[src/rtl/execute_muldiv_if.sv]
// ID/EX inputs and EX/MEM outputs of the execute stage, bundled into one port.
// The decode side (master) drives operands and control; the stage (slave) returns registered results.
interface execute_muldiv_if #(
    parameter int LEN          = 32,
    parameter int NB           = $clog2(LEN),
    parameter int LEN_EXEC_BUS = 14,
    parameter int LEN_MEM_BUS  = 9,
    parameter int LEN_WB_BUS   = 2
);
    logic [LEN-1:0]          in_pc_branch;
    logic [LEN-1:0]          in_reg1;
    logic [LEN-1:0]          in_reg2;
    logic [LEN-1:0]          in_sign_extend;
    logic [NB-1:0]           in_rs;
    logic [NB-1:0]           in_rt;
    logic [NB-1:0]           in_rd;
    logic [NB-1:0]           in_shamt;
    logic [LEN_EXEC_BUS-1:0] execute_bus;
    logic [LEN_MEM_BUS-1:0]  memory_bus;
    logic [LEN_WB_BUS-1:0]   writeBack_bus;
    logic                    register_write_3_4;
    logic                    register_write_4_5;
    logic [NB-1:0]           rd_3_4;
    logic [NB-1:0]           rd_4_5;
    logic [LEN-1:0]          in_mem_forw;
    logic [LEN-1:0]          in_wb_forw;
    logic                    flush;
    logic                    halt_flag_e;

    logic [LEN-1:0]          out_pc_branch;
    logic [LEN-1:0]          out_alu;
    logic [LEN-1:0]          out_reg2;
    logic                    zero_flag;
    logic [NB-1:0]           out_write_reg;
    logic [LEN_MEM_BUS-1:0]  memory_bus_out;
    logic [LEN_WB_BUS-1:0]   writeBack_bus_out;
    logic                    out_halt_flag_e;
    logic                    stall_e;
    logic                    md_busy;

    modport master (
        output in_pc_branch, in_reg1, in_reg2, in_sign_extend,
        output in_rs, in_rt, in_rd, in_shamt,
        output execute_bus, memory_bus, writeBack_bus,
        output register_write_3_4, register_write_4_5, rd_3_4, rd_4_5,
        output in_mem_forw, in_wb_forw, flush, halt_flag_e,
        input  out_pc_branch, out_alu, out_reg2, zero_flag, out_write_reg,
        input  memory_bus_out, writeBack_bus_out, out_halt_flag_e, stall_e, md_busy
    );

    modport slave (
        input  in_pc_branch, in_reg1, in_reg2, in_sign_extend,
        input  in_rs, in_rt, in_rd, in_shamt,
        input  execute_bus, memory_bus, writeBack_bus,
        input  register_write_3_4, register_write_4_5, rd_3_4, rd_4_5,
        input  in_mem_forw, in_wb_forw, flush, halt_flag_e,
        output out_pc_branch, out_alu, out_reg2, zero_flag, out_write_reg,
        output memory_bus_out, writeBack_bus_out, out_halt_flag_e, stall_e, md_busy
    );
endinterface

[src/rtl/execute_muldiv.sv]
// Pipelined MIPS execute stage: forwarding, ALU, iterative mul/div with HI/LO, EX/MEM register.
// ALU op codes: 0 SLL, 1 SRL, 2 SRA (B shifted by A), 3 ADD, 4 SUB, 5 AND, 6 OR, 7 XOR, 8 NOR, 9 SLT, 10 SLTU, 11 LUI; others yield 0.
module execute_muldiv #(
    parameter int LEN          = 32,
    parameter int NB           = $clog2(LEN),
    parameter int LEN_EXEC_BUS = 14,
    parameter int LEN_MEM_BUS  = 9,
    parameter int LEN_WB_BUS   = 2
) (
    input logic             clk,
    input logic             reset,
    execute_muldiv_if.slave bus
);
    typedef enum logic {IDLE, BUSY} state_t;

    localparam logic [2:0]    MD_MULT   = 3'd1;
    localparam logic [2:0]    MD_MULTU  = 3'd2;
    localparam logic [2:0]    MD_DIV    = 3'd3;
    localparam logic [2:0]    MD_DIVU   = 3'd4;
    localparam logic [2:0]    MD_MFHI   = 3'd5;
    localparam logic [2:0]    MD_MFLO   = 3'd6;
    localparam logic [NB-1:0] LAST_STEP = NB'(LEN - 1);
    localparam logic [NB-1:0] LINK_REG  = NB'(31);

    logic [3:0] alu_op;
    logic       imm_sel, shamt_sel, dest_rd, dest_ra, link;
    logic [2:0] mdop;

    assign alu_op    = bus.execute_bus[3:0];
    assign imm_sel   = bus.execute_bus[6];
    assign shamt_sel = bus.execute_bus[7];
    assign dest_rd   = bus.execute_bus[8];
    assign dest_ra   = bus.execute_bus[9];
    assign link      = bus.execute_bus[10];
    assign mdop      = bus.execute_bus[13:11];

    // ---------------- forwarding (0 = rs/A, 1 = rt/B) ----------------
    logic [NB-1:0]  src_idx [2];
    logic [LEN-1:0] src_val [2];
    logic [LEN-1:0] fwd     [2];

    assign src_idx[0] = bus.in_rs;
    assign src_idx[1] = bus.in_rt;
    assign src_val[0] = bus.in_reg1;
    assign src_val[1] = bus.in_reg2;

    genvar gi;
    generate
        for (gi = 0; gi < 2; gi++) begin : g_fwd
            logic hit_mem, hit_wb;
            assign hit_mem = bus.register_write_3_4 && (bus.rd_3_4 != '0) && (bus.rd_3_4 == src_idx[gi]);
            assign hit_wb  = bus.register_write_4_5 && (bus.rd_4_5 != '0) && (bus.rd_4_5 == src_idx[gi]);
            assign fwd[gi] = hit_mem ? bus.in_mem_forw : (hit_wb ? bus.in_wb_forw : src_val[gi]);
        end
    endgenerate

    logic [LEN-1:0] op_a, op_b;
    assign op_a = link ? bus.in_pc_branch : (shamt_sel ? LEN'(bus.in_shamt) : fwd[0]);
    assign op_b = link ? LEN'(1)          : (imm_sel   ? bus.in_sign_extend : fwd[1]);

    // ---------------- ALU ----------------
    logic [NB-1:0]  sh_amt;
    logic [LEN-1:0] alu_result;
    assign sh_amt = op_a[NB-1:0];

    always_comb begin
        alu_result = '0;
        case (alu_op)
            4'd0:    alu_result = op_b << sh_amt;
            4'd1:    alu_result = op_b >> sh_amt;
            4'd2:    alu_result = $signed(op_b) >>> sh_amt;
            4'd3:    alu_result = op_a + op_b;
            4'd4:    alu_result = op_a - op_b;
            4'd5:    alu_result = op_a & op_b;
            4'd6:    alu_result = op_a | op_b;
            4'd7:    alu_result = op_a ^ op_b;
            4'd8:    alu_result = ~(op_a | op_b);
            4'd9:    alu_result = {{(LEN-1){1'b0}}, ($signed(op_a) < $signed(op_b))};
            4'd10:   alu_result = {{(LEN-1){1'b0}}, (op_a < op_b)};
            4'd11:   alu_result = op_b << (LEN / 2);
            default: alu_result = '0;
        endcase
    end

    // ---------------- multiply / divide unit ----------------
    state_t            state_q, state_d;
    logic [NB-1:0]     cnt_q, cnt_d;
    logic [2*LEN-1:0]  work_q, work_d;
    logic [LEN-1:0]    divisor_q, divisor_d;
    logic              is_div_q, is_div_d;
    logic              neg_q, neg_d;
    logic              neg_rem_q, neg_rem_d;
    logic              div0_q, div0_d;
    logic [LEN-1:0]    hi_q, hi_d;
    logic [LEN-1:0]    lo_q, lo_d;

    logic is_start, is_signed, sign_a, sign_b, stall_e, start_ok;
    assign is_start  = (mdop == MD_MULT) || (mdop == MD_MULTU) || (mdop == MD_DIV) || (mdop == MD_DIVU);
    assign is_signed = (mdop == MD_MULT) || (mdop == MD_DIV);
    assign sign_a    = is_signed && fwd[0][LEN-1];
    assign sign_b    = is_signed && fwd[1][LEN-1];
    assign stall_e   = (state_q == BUSY) && (mdop >= MD_MULT) && (mdop <= MD_MFLO);
    assign start_ok  = (state_q == IDLE) && is_start && !stall_e && !bus.flush;

    // work_q holds {HI accumulator / remainder, multiplier / dividend-quotient}.
    logic [LEN:0]     mul_sum;
    logic [LEN:0]     div_rsh;
    logic [LEN+1:0]   div_trial;
    logic             div_ok;
    logic [2*LEN-1:0] step_work, prod_fix;
    logic [LEN-1:0]   quo_mag, rem_mag;

    assign mul_sum   = {1'b0, work_q[2*LEN-1:LEN]} + (work_q[0] ? {1'b0, divisor_q} : '0);
    assign div_rsh   = work_q[2*LEN-1:LEN-1];
    assign div_trial = {1'b0, div_rsh} - {2'b00, divisor_q};
    assign div_ok    = !div_trial[LEN+1];
    assign step_work = is_div_q
                     ? {(div_ok ? div_trial[LEN-1:0] : div_rsh[LEN-1:0]), work_q[LEN-2:0], div_ok}
                     : {mul_sum, work_q[LEN-1:1]};
    assign prod_fix  = neg_q ? -step_work : step_work;
    assign quo_mag   = step_work[LEN-1:0];
    assign rem_mag   = step_work[2*LEN-1:LEN];

    always_comb begin
        state_d   = state_q;
        cnt_d     = cnt_q;
        work_d    = work_q;
        divisor_d = divisor_q;
        is_div_d  = is_div_q;
        neg_d     = neg_q;
        neg_rem_d = neg_rem_q;
        div0_d    = div0_q;
        hi_d      = hi_q;
        lo_d      = lo_q;
        case (state_q)
            IDLE: begin
                if (start_ok) begin
                    work_d    = {{LEN{1'b0}}, (sign_a ? -fwd[0] : fwd[0])};
                    divisor_d = sign_b ? -fwd[1] : fwd[1];
                    is_div_d  = (mdop == MD_DIV) || (mdop == MD_DIVU);
                    neg_d     = sign_a ^ sign_b;
                    neg_rem_d = sign_a;
                    div0_d    = (fwd[1] == '0);
                    cnt_d     = '0;
                    state_d   = BUSY;
                end
            end
            BUSY: begin
                work_d = step_work;
                cnt_d  = cnt_q + NB'(1);
                if (cnt_q == LAST_STEP) begin
                    state_d = IDLE;
                    if (is_div_q) begin
                        // Divide by zero: quotient forced to all ones, remainder falls out as the dividend.
                        lo_d = div0_q ? '1 : (neg_q ? -quo_mag : quo_mag);
                        hi_d = neg_rem_q ? -rem_mag : rem_mag;
                    end else begin
                        {hi_d, lo_d} = prod_fix;
                    end
                end
            end
            default: state_d = IDLE;
        endcase
    end

    // ---------------- EX/MEM register ----------------
    logic [LEN-1:0]         result;
    logic [LEN-1:0]         out_pc_branch_q, out_pc_branch_d;
    logic [LEN-1:0]         out_alu_q, out_alu_d;
    logic [LEN-1:0]         out_reg2_q, out_reg2_d;
    logic                   zero_flag_q, zero_flag_d;
    logic [NB-1:0]          out_write_reg_q, out_write_reg_d;
    logic [LEN_MEM_BUS-1:0] memory_bus_out_q, memory_bus_out_d;
    logic [LEN_WB_BUS-1:0]  writeBack_bus_out_q, writeBack_bus_out_d;
    logic                   out_halt_flag_e_q, out_halt_flag_e_d;

    assign result = (mdop == MD_MFHI) ? hi_q : ((mdop == MD_MFLO) ? lo_q : alu_result);

    always_comb begin
        out_pc_branch_d     = bus.in_pc_branch + bus.in_sign_extend;
        out_alu_d           = result;
        out_reg2_d          = bus.in_reg2;
        zero_flag_d         = (result == '0);
        out_write_reg_d     = dest_ra ? LINK_REG : (dest_rd ? bus.in_rd : bus.in_rt);
        memory_bus_out_d    = bus.memory_bus;
        writeBack_bus_out_d = bus.writeBack_bus;
        out_halt_flag_e_d   = bus.halt_flag_e;
        if (bus.flush) begin
            out_pc_branch_d     = '0;
            out_alu_d           = '0;
            out_reg2_d          = '0;
            zero_flag_d         = 1'b0;
            out_write_reg_d     = '0;
            memory_bus_out_d    = '0;
            writeBack_bus_out_d = '0;
        end else if (stall_e) begin
            // Bubble: the held instruction is re-presented once the unit frees up.
            memory_bus_out_d    = '0;
            writeBack_bus_out_d = '0;
        end
    end

    always_ff @(posedge clk or negedge reset) begin
        if (!reset) begin
            state_q             <= IDLE;
            cnt_q               <= '0;
            work_q              <= '0;
            divisor_q           <= '0;
            is_div_q            <= 1'b0;
            neg_q               <= 1'b0;
            neg_rem_q           <= 1'b0;
            div0_q              <= 1'b0;
            hi_q                <= '0;
            lo_q                <= '0;
            out_pc_branch_q     <= '0;
            out_alu_q           <= '0;
            out_reg2_q          <= '0;
            zero_flag_q         <= 1'b0;
            out_write_reg_q     <= '0;
            memory_bus_out_q    <= '0;
            writeBack_bus_out_q <= '0;
            out_halt_flag_e_q   <= 1'b0;
        end else begin
            state_q             <= state_d;
            cnt_q               <= cnt_d;
            work_q              <= work_d;
            divisor_q           <= divisor_d;
            is_div_q            <= is_div_d;
            neg_q               <= neg_d;
            neg_rem_q           <= neg_rem_d;
            div0_q              <= div0_d;
            hi_q                <= hi_d;
            lo_q                <= lo_d;
            out_pc_branch_q     <= out_pc_branch_d;
            out_alu_q           <= out_alu_d;
            out_reg2_q          <= out_reg2_d;
            zero_flag_q         <= zero_flag_d;
            out_write_reg_q     <= out_write_reg_d;
            memory_bus_out_q    <= memory_bus_out_d;
            writeBack_bus_out_q <= writeBack_bus_out_d;
            out_halt_flag_e_q   <= out_halt_flag_e_d;
        end
    end

    assign bus.out_pc_branch     = out_pc_branch_q;
    assign bus.out_alu           = out_alu_q;
    assign bus.out_reg2          = out_reg2_q;
    assign bus.zero_flag         = zero_flag_q;
    assign bus.out_write_reg     = out_write_reg_q;
    assign bus.memory_bus_out    = memory_bus_out_q;
    assign bus.writeBack_bus_out = writeBack_bus_out_q;
    assign bus.out_halt_flag_e   = out_halt_flag_e_q;
    assign bus.stall_e           = stall_e;
    assign bus.md_busy           = (state_q == BUSY);

    logic unused_bits;
    assign unused_bits = ^{bus.execute_bus[5:4], div_trial[LEN]};
endmodule

[src/flat_wrapper.sv]
// flat-port wrapper written by rule: the top's interface ports become plain ports
module execute_muldiv_flat 
#(
    parameter int LEN          = 32,
    parameter int NB           = $clog2(LEN),
    parameter int LEN_EXEC_BUS = 14,
    parameter int LEN_MEM_BUS  = 9,
    parameter int LEN_WB_BUS   = 2
)
  (clk, reset, bus_in_pc_branch, bus_in_reg1, bus_in_reg2, bus_in_sign_extend, bus_in_rs, bus_in_rt, bus_in_rd, bus_in_shamt, bus_execute_bus, bus_memory_bus, bus_writeBack_bus, bus_register_write_3_4, bus_register_write_4_5, bus_rd_3_4, bus_rd_4_5, bus_in_mem_forw, bus_in_wb_forw, bus_flush, bus_halt_flag_e, bus_out_pc_branch, bus_out_alu, bus_out_reg2, bus_zero_flag, bus_out_write_reg, bus_memory_bus_out, bus_writeBack_bus_out, bus_out_halt_flag_e, bus_stall_e, bus_md_busy);
  execute_muldiv_if #(.LEN(LEN), .NB(NB), .LEN_EXEC_BUS(LEN_EXEC_BUS), .LEN_MEM_BUS(LEN_MEM_BUS), .LEN_WB_BUS(LEN_WB_BUS)) bus_i ();
  input logic clk;
  input logic reset;
  input wire logic [$bits(bus_i.in_pc_branch)-1:0] bus_in_pc_branch;
  input wire logic [$bits(bus_i.in_reg1)-1:0] bus_in_reg1;
  input wire logic [$bits(bus_i.in_reg2)-1:0] bus_in_reg2;
  input wire logic [$bits(bus_i.in_sign_extend)-1:0] bus_in_sign_extend;
  input wire logic [$bits(bus_i.in_rs)-1:0] bus_in_rs;
  input wire logic [$bits(bus_i.in_rt)-1:0] bus_in_rt;
  input wire logic [$bits(bus_i.in_rd)-1:0] bus_in_rd;
  input wire logic [$bits(bus_i.in_shamt)-1:0] bus_in_shamt;
  input wire logic [$bits(bus_i.execute_bus)-1:0] bus_execute_bus;
  input wire logic [$bits(bus_i.memory_bus)-1:0] bus_memory_bus;
  input wire logic [$bits(bus_i.writeBack_bus)-1:0] bus_writeBack_bus;
  input wire logic [$bits(bus_i.register_write_3_4)-1:0] bus_register_write_3_4;
  input wire logic [$bits(bus_i.register_write_4_5)-1:0] bus_register_write_4_5;
  input wire logic [$bits(bus_i.rd_3_4)-1:0] bus_rd_3_4;
  input wire logic [$bits(bus_i.rd_4_5)-1:0] bus_rd_4_5;
  input wire logic [$bits(bus_i.in_mem_forw)-1:0] bus_in_mem_forw;
  input wire logic [$bits(bus_i.in_wb_forw)-1:0] bus_in_wb_forw;
  input wire logic [$bits(bus_i.flush)-1:0] bus_flush;
  input wire logic [$bits(bus_i.halt_flag_e)-1:0] bus_halt_flag_e;
  output wire logic [$bits(bus_i.out_pc_branch)-1:0] bus_out_pc_branch;
  output wire logic [$bits(bus_i.out_alu)-1:0] bus_out_alu;
  output wire logic [$bits(bus_i.out_reg2)-1:0] bus_out_reg2;
  output wire logic [$bits(bus_i.zero_flag)-1:0] bus_zero_flag;
  output wire logic [$bits(bus_i.out_write_reg)-1:0] bus_out_write_reg;
  output wire logic [$bits(bus_i.memory_bus_out)-1:0] bus_memory_bus_out;
  output wire logic [$bits(bus_i.writeBack_bus_out)-1:0] bus_writeBack_bus_out;
  output wire logic [$bits(bus_i.out_halt_flag_e)-1:0] bus_out_halt_flag_e;
  output wire logic [$bits(bus_i.stall_e)-1:0] bus_stall_e;
  output wire logic [$bits(bus_i.md_busy)-1:0] bus_md_busy;
  assign bus_i.in_pc_branch = bus_in_pc_branch;
  assign bus_i.in_reg1 = bus_in_reg1;
  assign bus_i.in_reg2 = bus_in_reg2;
  assign bus_i.in_sign_extend = bus_in_sign_extend;
  assign bus_i.in_rs = bus_in_rs;
  assign bus_i.in_rt = bus_in_rt;
  assign bus_i.in_rd = bus_in_rd;
  assign bus_i.in_shamt = bus_in_shamt;
  assign bus_i.execute_bus = bus_execute_bus;
  assign bus_i.memory_bus = bus_memory_bus;
  assign bus_i.writeBack_bus = bus_writeBack_bus;
  assign bus_i.register_write_3_4 = bus_register_write_3_4;
  assign bus_i.register_write_4_5 = bus_register_write_4_5;
  assign bus_i.rd_3_4 = bus_rd_3_4;
  assign bus_i.rd_4_5 = bus_rd_4_5;
  assign bus_i.in_mem_forw = bus_in_mem_forw;
  assign bus_i.in_wb_forw = bus_in_wb_forw;
  assign bus_i.flush = bus_flush;
  assign bus_i.halt_flag_e = bus_halt_flag_e;
  assign bus_out_pc_branch = bus_i.out_pc_branch;
  assign bus_out_alu = bus_i.out_alu;
  assign bus_out_reg2 = bus_i.out_reg2;
  assign bus_zero_flag = bus_i.zero_flag;
  assign bus_out_write_reg = bus_i.out_write_reg;
  assign bus_memory_bus_out = bus_i.memory_bus_out;
  assign bus_writeBack_bus_out = bus_i.writeBack_bus_out;
  assign bus_out_halt_flag_e = bus_i.out_halt_flag_e;
  assign bus_stall_e = bus_i.stall_e;
  assign bus_md_busy = bus_i.md_busy;
  execute_muldiv #(.LEN(LEN), .NB(NB), .LEN_EXEC_BUS(LEN_EXEC_BUS), .LEN_MEM_BUS(LEN_MEM_BUS), .LEN_WB_BUS(LEN_WB_BUS)) u_core (.clk(clk), .reset(reset), .bus(bus_i));
endmodule
[config.mk]
export PLATFORM = sky130hd
export DESIGN_NAME = execute_muldiv_flat
export DESIGN_NICKNAME = d
export VERILOG_FILES = /design/src/rtl/execute_muldiv_if.sv /design/src/rtl/execute_muldiv.sv /design/src/flat_wrapper.sv
export SDC_FILE = /design/constraint.sdc
export NUM_CORES = 2
export LEC_CHECK = 0
export BUFFER_PORTS_ARGS = -buffer_cell sky130_fd_sc_hd__buf_2
export CORE_ASPECT_RATIO = 2
export CORE_UTILIZATION = 50
export DETAILED_ROUTE_END_ITERATION = 8
export GPL_ROUTABILITY_DRIVEN = 1
export GPL_TIMING_DRIVEN = 0
export PLACE_DENSITY = 0.67
export SETUP_SLACK_MARGIN = 0.15
export SLEW_MARGIN = 5
export SYNTH_ARGS = -nofsm -noshare
export SYNTH_HDL_FRONTEND = slang
export SYNTH_SLANG_ARGS = --single-unit
[constraint.sdc]
create_clock -name clk -period 14.3 [get_ports clk]
set_input_delay 2.86 -clock clk [delete_from_list [all_inputs] [get_ports clk]]
set_output_delay 2.86 -clock clk [all_outputs]
set_load 0.02 [all_outputs]
==> flow_summary.ini, run 1 <==
[floorplan]
die_h_um = 355
ios = 369
std_cell_rows = 129
initial_core_util_pct = 50.5
die_x_um = 179

[yosys]
synth_area_leader_cell = dfrtp_1
synth_edf_count = 0
synthArstFlopShare_pct = 100
ys.flop_type = dfrtp_1
syn-num-nets = 4507
syn_inst = 4035
seq_area_frac_synth_pct = 22.8
synth_cell_types = 94
synth_area_mm2 = 0.0312
ys_ff_latch = 284
synth_top_area_share_pct = 22.8
synth_area_leaders = dfrtp_1 (23%), ha_1 (8.6%), o21ai_0 (5.1%)
synth_warnings = 0
syn_avg_cell_area_um2 = 7.73

[placed_design]
place_hpwl_um = 153000
portBuffers = 361
place_congestion = 1.16

[cts]
cts_hold_buf = 0
cts_inserted_buffers = 27
cts-root-buf = clkbuf_16
cts_buffer_depth = 3
post-cts-setup-buffer-count = 0
post_cts_resized = 0
htreeDepth = 1
cts_sinks = 284

[global_route]
grt_max_degree = 117
grt_pass1_wl_um = 328000
grt_usage_pct = 70.0
grt_pass1_vias = 42100
gr-total-overflow = 700

[outcome]
tool.error = [ERROR GRT-0116] Global routing finished with congestion. Check the congestion regions in the DRC Viewer.
haltStage = global routing (5_1_grt)
status = did not finish
-- metal layers --
layer / global-route usage, % / GRT overflow
met4: 69.7 / 220
met1: 70.9 / 2
met5: 11.2 / 1
met3: 46.6 / 6
met2: 91.9 / 471
-- cell usage after synthesis (85+ instances only) --
cell / n
xnor2_1: 146
dfrtp_1: 284
inv_1: 167
nand2_1: 376
ha_1: 214
a21oi_1: 246
nor3_1: 110
o22ai_1: 85
o21ai_0: 319
nor2_1: 363
clkbuf_1: 204
mux2i_1: 151
nand3_1: 89
-- stage by stage --
stage | util [%] | instance area [um2] | instances | setup WS (ns) | hold slack (ns)
after global placement | 55.0 | 34000 | 5182 | 2.14 | 0.458
after floorplan | - | 31200 | 4035 | 5.19 | 0.439
after CTS | 57.0 | 35200 | 5277 | 2.80 | 0.483
after detailed placement | 55.5 | 34300 | 5229 | 2.24 | 0.468
-- kinds of logic after synthesis --
group | Yosys count | share of synthesized area (%)
AO/OA/AOI/OAI | 1318 | 28.5
XOR/XNOR | 219 | 6.15
flip-flops | 284 | 22.8
buffers and inverters | 424 | 5.19
multiplexers | 233 | 7.85
adder cells (fa/ha/maj) | 219 | 8.90
AND/OR/NAND/NOR | 1338 | 20.6
==> run 2, diff against run 1 <==
--- a/config.mk
+++ b/config.mk
@@ -6,13 +6,11 @@
 export NUM_CORES = 2
 export LEC_CHECK = 0
 export BUFFER_PORTS_ARGS = -buffer_cell sky130_fd_sc_hd__buf_2
-export CORE_ASPECT_RATIO = 2
-export CORE_UTILIZATION = 50
+export CORE_UTILIZATION = 35
 export DETAILED_ROUTE_END_ITERATION = 8
 export GPL_ROUTABILITY_DRIVEN = 1
 export GPL_TIMING_DRIVEN = 0
-export PLACE_DENSITY = 0.67
-export SETUP_SLACK_MARGIN = 0.15
+export PLACE_DENSITY_LB_ADDON = 0.15
 export SLEW_MARGIN = 5
 export SYNTH_ARGS = -nofsm -noshare
 export SYNTH_HDL_FRONTEND = slang
==> run 2 against run 1 <==
Effect of this change:
- the flow now finishes, with violations (max-capacitance violations, max-slew violations)
- synthesized cell count stayed put
- area after synthesis stayed put
==> flow_summary.ini, run 2 <==
[outcome]
status = complete, but fails checks
violations = max-capacitance violations, max-slew violations

[routing]
drcViolationCount = 0
wl_per_cell_um = 32.5
dr.pass1.iters = 9
ant_nets = 0
wirelength_um = 185000
vias = 35700
vias_per_cell = 6.27
drtIter0Drc = 4055

[cells_and_area]
final_util_pct = 40.9
finish.net_count = 4957
largest_register_ffs = 64
drive_above_1_share_pct = 14.1
nFillCells = 9476
syn_to_final_growth_pct = 15.8
final_cell_mix = buf_2 (406), nand2_1 (376), nor2_1 (363), o21ai_0 (315), dfrtp_1 (284)
layout_commonest_cell = buf_2
regMostFlops = u_core.work_q
final_cell_area_mm2 = 0.0361

[yosys]
synthArstFlopShare_pct = 100
synth_area_leader_cell = dfrtp_1
seq_area_frac_synth_pct = 22.8
synthTopCellsByCount = nand2_1 (376), nor2_1 (363), o21ai_0 (319)
syn_avg_cell_area_um2 = 7.73
synth_most_common_cell = nand2_1
syn_inst = 4035
synth_area_leaders = dfrtp_1 (23%), ha_1 (8.6%), o21ai_0 (5.1%)
ys_ff_latch = 284
syn-num-nets = 4507
synth_warnings = 0
synth_cell_types = 94
synth_top_area_share_pct = 22.8
ys.flop_type = dfrtp_1
synth_area_mm2 = 0.0312
synth_edf_count = 0

[power_and_ir_drop]
seqPwrFrac_pct = 19.4
swShare_pct = 53.7
internal-power_w = 0.00333
power_switching_w = 0.00387
combPwrFrac_pct = 66.8
vdd_drop_max_uv = 165
power.leakage_nw = 15.6
p_clk_share_pct = 13.8
powerDensity_mw_per_mm2 = 199

[timing]
tightest_slew_ns = 1.58
rsz0062_at_grt = false
report.final.slew_viol_count = 9
max_slew_margin_pct = -6.27
hold_viol = 0
finalSetupTns_ns = 0
period_needed_ns = 11.93
skew_ns = 0.0334
period_share_pct = 83.4
whs_ns = 0.479
setup_violations = 0
clock.fmax_ghz = 0.0839

[global_route]
grt_pass1_wl_um = 258000
gr-total-overflow = 0
antenna_found_initial = 15
grt_pass1_vias = 33600
grt_max_degree = 109
grt_usage_pct = 39.8

[setup_path]
crit_top_cell = clkbuf_1
worstSetupStartpointType = input pin
cp-end-kind = register
required_ns = 14.80
critical_path_class = in -> reg
path_buf_inv = 6
cp_slowest_cell = a221oi_1
cpPeakStageDelay_ns = 0.96
path_max_fanout = 10
arrival_ns = 12.43
cpLargestDelayFamily = compound AO/OA/AOI/OAI gates

[cts]
htreeDepth = 2
post_cts_resized = 0
cts_inserted_buffers = 37
cts-root-buf = clkbuf_16
clock_latency_ns = 0.60
post-cts-setup-buffer-count = 0
cts_buffer_depth = 3
cts_sinks = 284
path_clk_slew_ns = 0.06
cts_hold_buf = 0
cts_tree = yes

[floorplan]
dieArea_mm2 = 0.0903
core_area_mm2 = 0.0884
initial_core_util_pct = 35.3
ios = 369
die_x_um = 301
std_cell_rows = 109
die_h_um = 301

[placed_design]
place_congestion = 1.06
place_hpwl_um = 153000
dpl_cell_area_mm2 = 0.0348
portBuffers = 361

[worst_hold_path]
worstHoldPathType = reg -> reg

[run]
cap_violations = 2
run 2: worst paths after layout:
kind                                              from                                     to  slack, ns  cells past startpoint
max in group asynchronous                        reset        u_core.bus.out_alu[5]$_DFF_PN0_      10.46                      4
min in group asynchronous                        reset  u_core.bus.out_pc_branch[6]$_DFF_PN0_       2.11                      1
max reg2reg                u_core.is_div_q$_DFFE_PN0P_            u_core.hi_q[20]$_DFFE_PN0P_       4.82                     24
min reg2reg                 u_core.hi_q[7]$_DFFE_PN0P_             u_core.hi_q[7]$_DFFE_PN0P_       0.48                      2
min                         u_core.hi_q[7]$_DFFE_PN0P_             u_core.hi_q[7]$_DFFE_PN0P_       0.48                      2
max                                      bus_rd_4_5[2]         u_core.bus.zero_flag$_DFF_PN0_       2.37                     27
run 2: logic make-up (layout without fill, tap and decap cells):
kind of cell	count (synthesis)	in the layout	synth area share, %
DFF	284	284	22.8
AOI/OAI and AO/OA	1318	1318	28.5
and+or+nand+nor	1338	1338	20.6
adders and majority gates	219	219	8.90
xor gates and xnor gates	219	219	6.15
buffers and inverters	424	903	5.19
other	0	11	0
muxes	233	233	7.85
run 2: area by class of cell:
| class | count | area, um2 | area share [%] |
|---|---|---|---|
| multi-input cells | 3327 | 22500 | 62.2 |
| flip-flops and latches | 284 | 7110 | 19.7 |
| repair buffers | 411 | 2170 | 6.00 |
| well taps | 1165 | 1460 | 4.04 |
| clock buffers | 50 | 1050 | 2.92 |
| plain buffers | 251 | 970 | 2.68 |
| inverters | 173 | 649 | 1.80 |
| clock inverters | 18 | 203 | 0.561 |
| diodes | 11 | 27.5 | 0.0762 |
run 2: per-layer routing:
layer  vias to the layer above  GRT usage, %  wire length (um)
li1                      15900             -                 -
met1                     17600          52.3             77100
met2                      1853          62.2             81600
met3                       388          6.93             14800
met4                         8          21.2             11300
met5                         -             0               150
run 2: power groups by stage:
| stage | Combinational, W | Clock (W) | Sequential, W |
|---|---|---|---|
| floorplan | 0.00312 | 0 | 0.00128 |
| global placement | 0.00464 | 0 | 0.00140 |
| detailed placement | 0.00466 | 0 | 0.00140 |
| CTS | 0.00468 | 0.00100 | 0.00139 |
| global route | 0.00517 | 0.00103 | 0.00141 |
| finish | 0.00481 | 0.000990 | 0.00140 |
run 2: per-stage QoR:
| step | std cells | total power, W | worst slack [ns] |
|---|---|---|---|
| after floorplan | 4035 | 0.00440 | 5.19 |
| after global placement | 5561 | 0.00604 | 2.13 |
| after detailed placement | 5611 | 0.00606 | 2.31 |
| after CTS | 5679 | 0.00707 | 2.84 |
| after global routing | 5680 | 0.00761 | 2.18 |
| final | 5690 | 0.00720 | 2.37 |
run 2: worst register-to-register path: cells and delay by family (launching register included):
family                     cells  cell delay, ns
buffers and inverters         13            6.33
and+or+nand+nor                4            1.38
AOI/OAI and AO/OA              5            0.89
DFF                            1            0.32
xor gates and xnor gates       1            0.23
adders and majority gates      1            0.21
(Power assumes the default switching activity.)
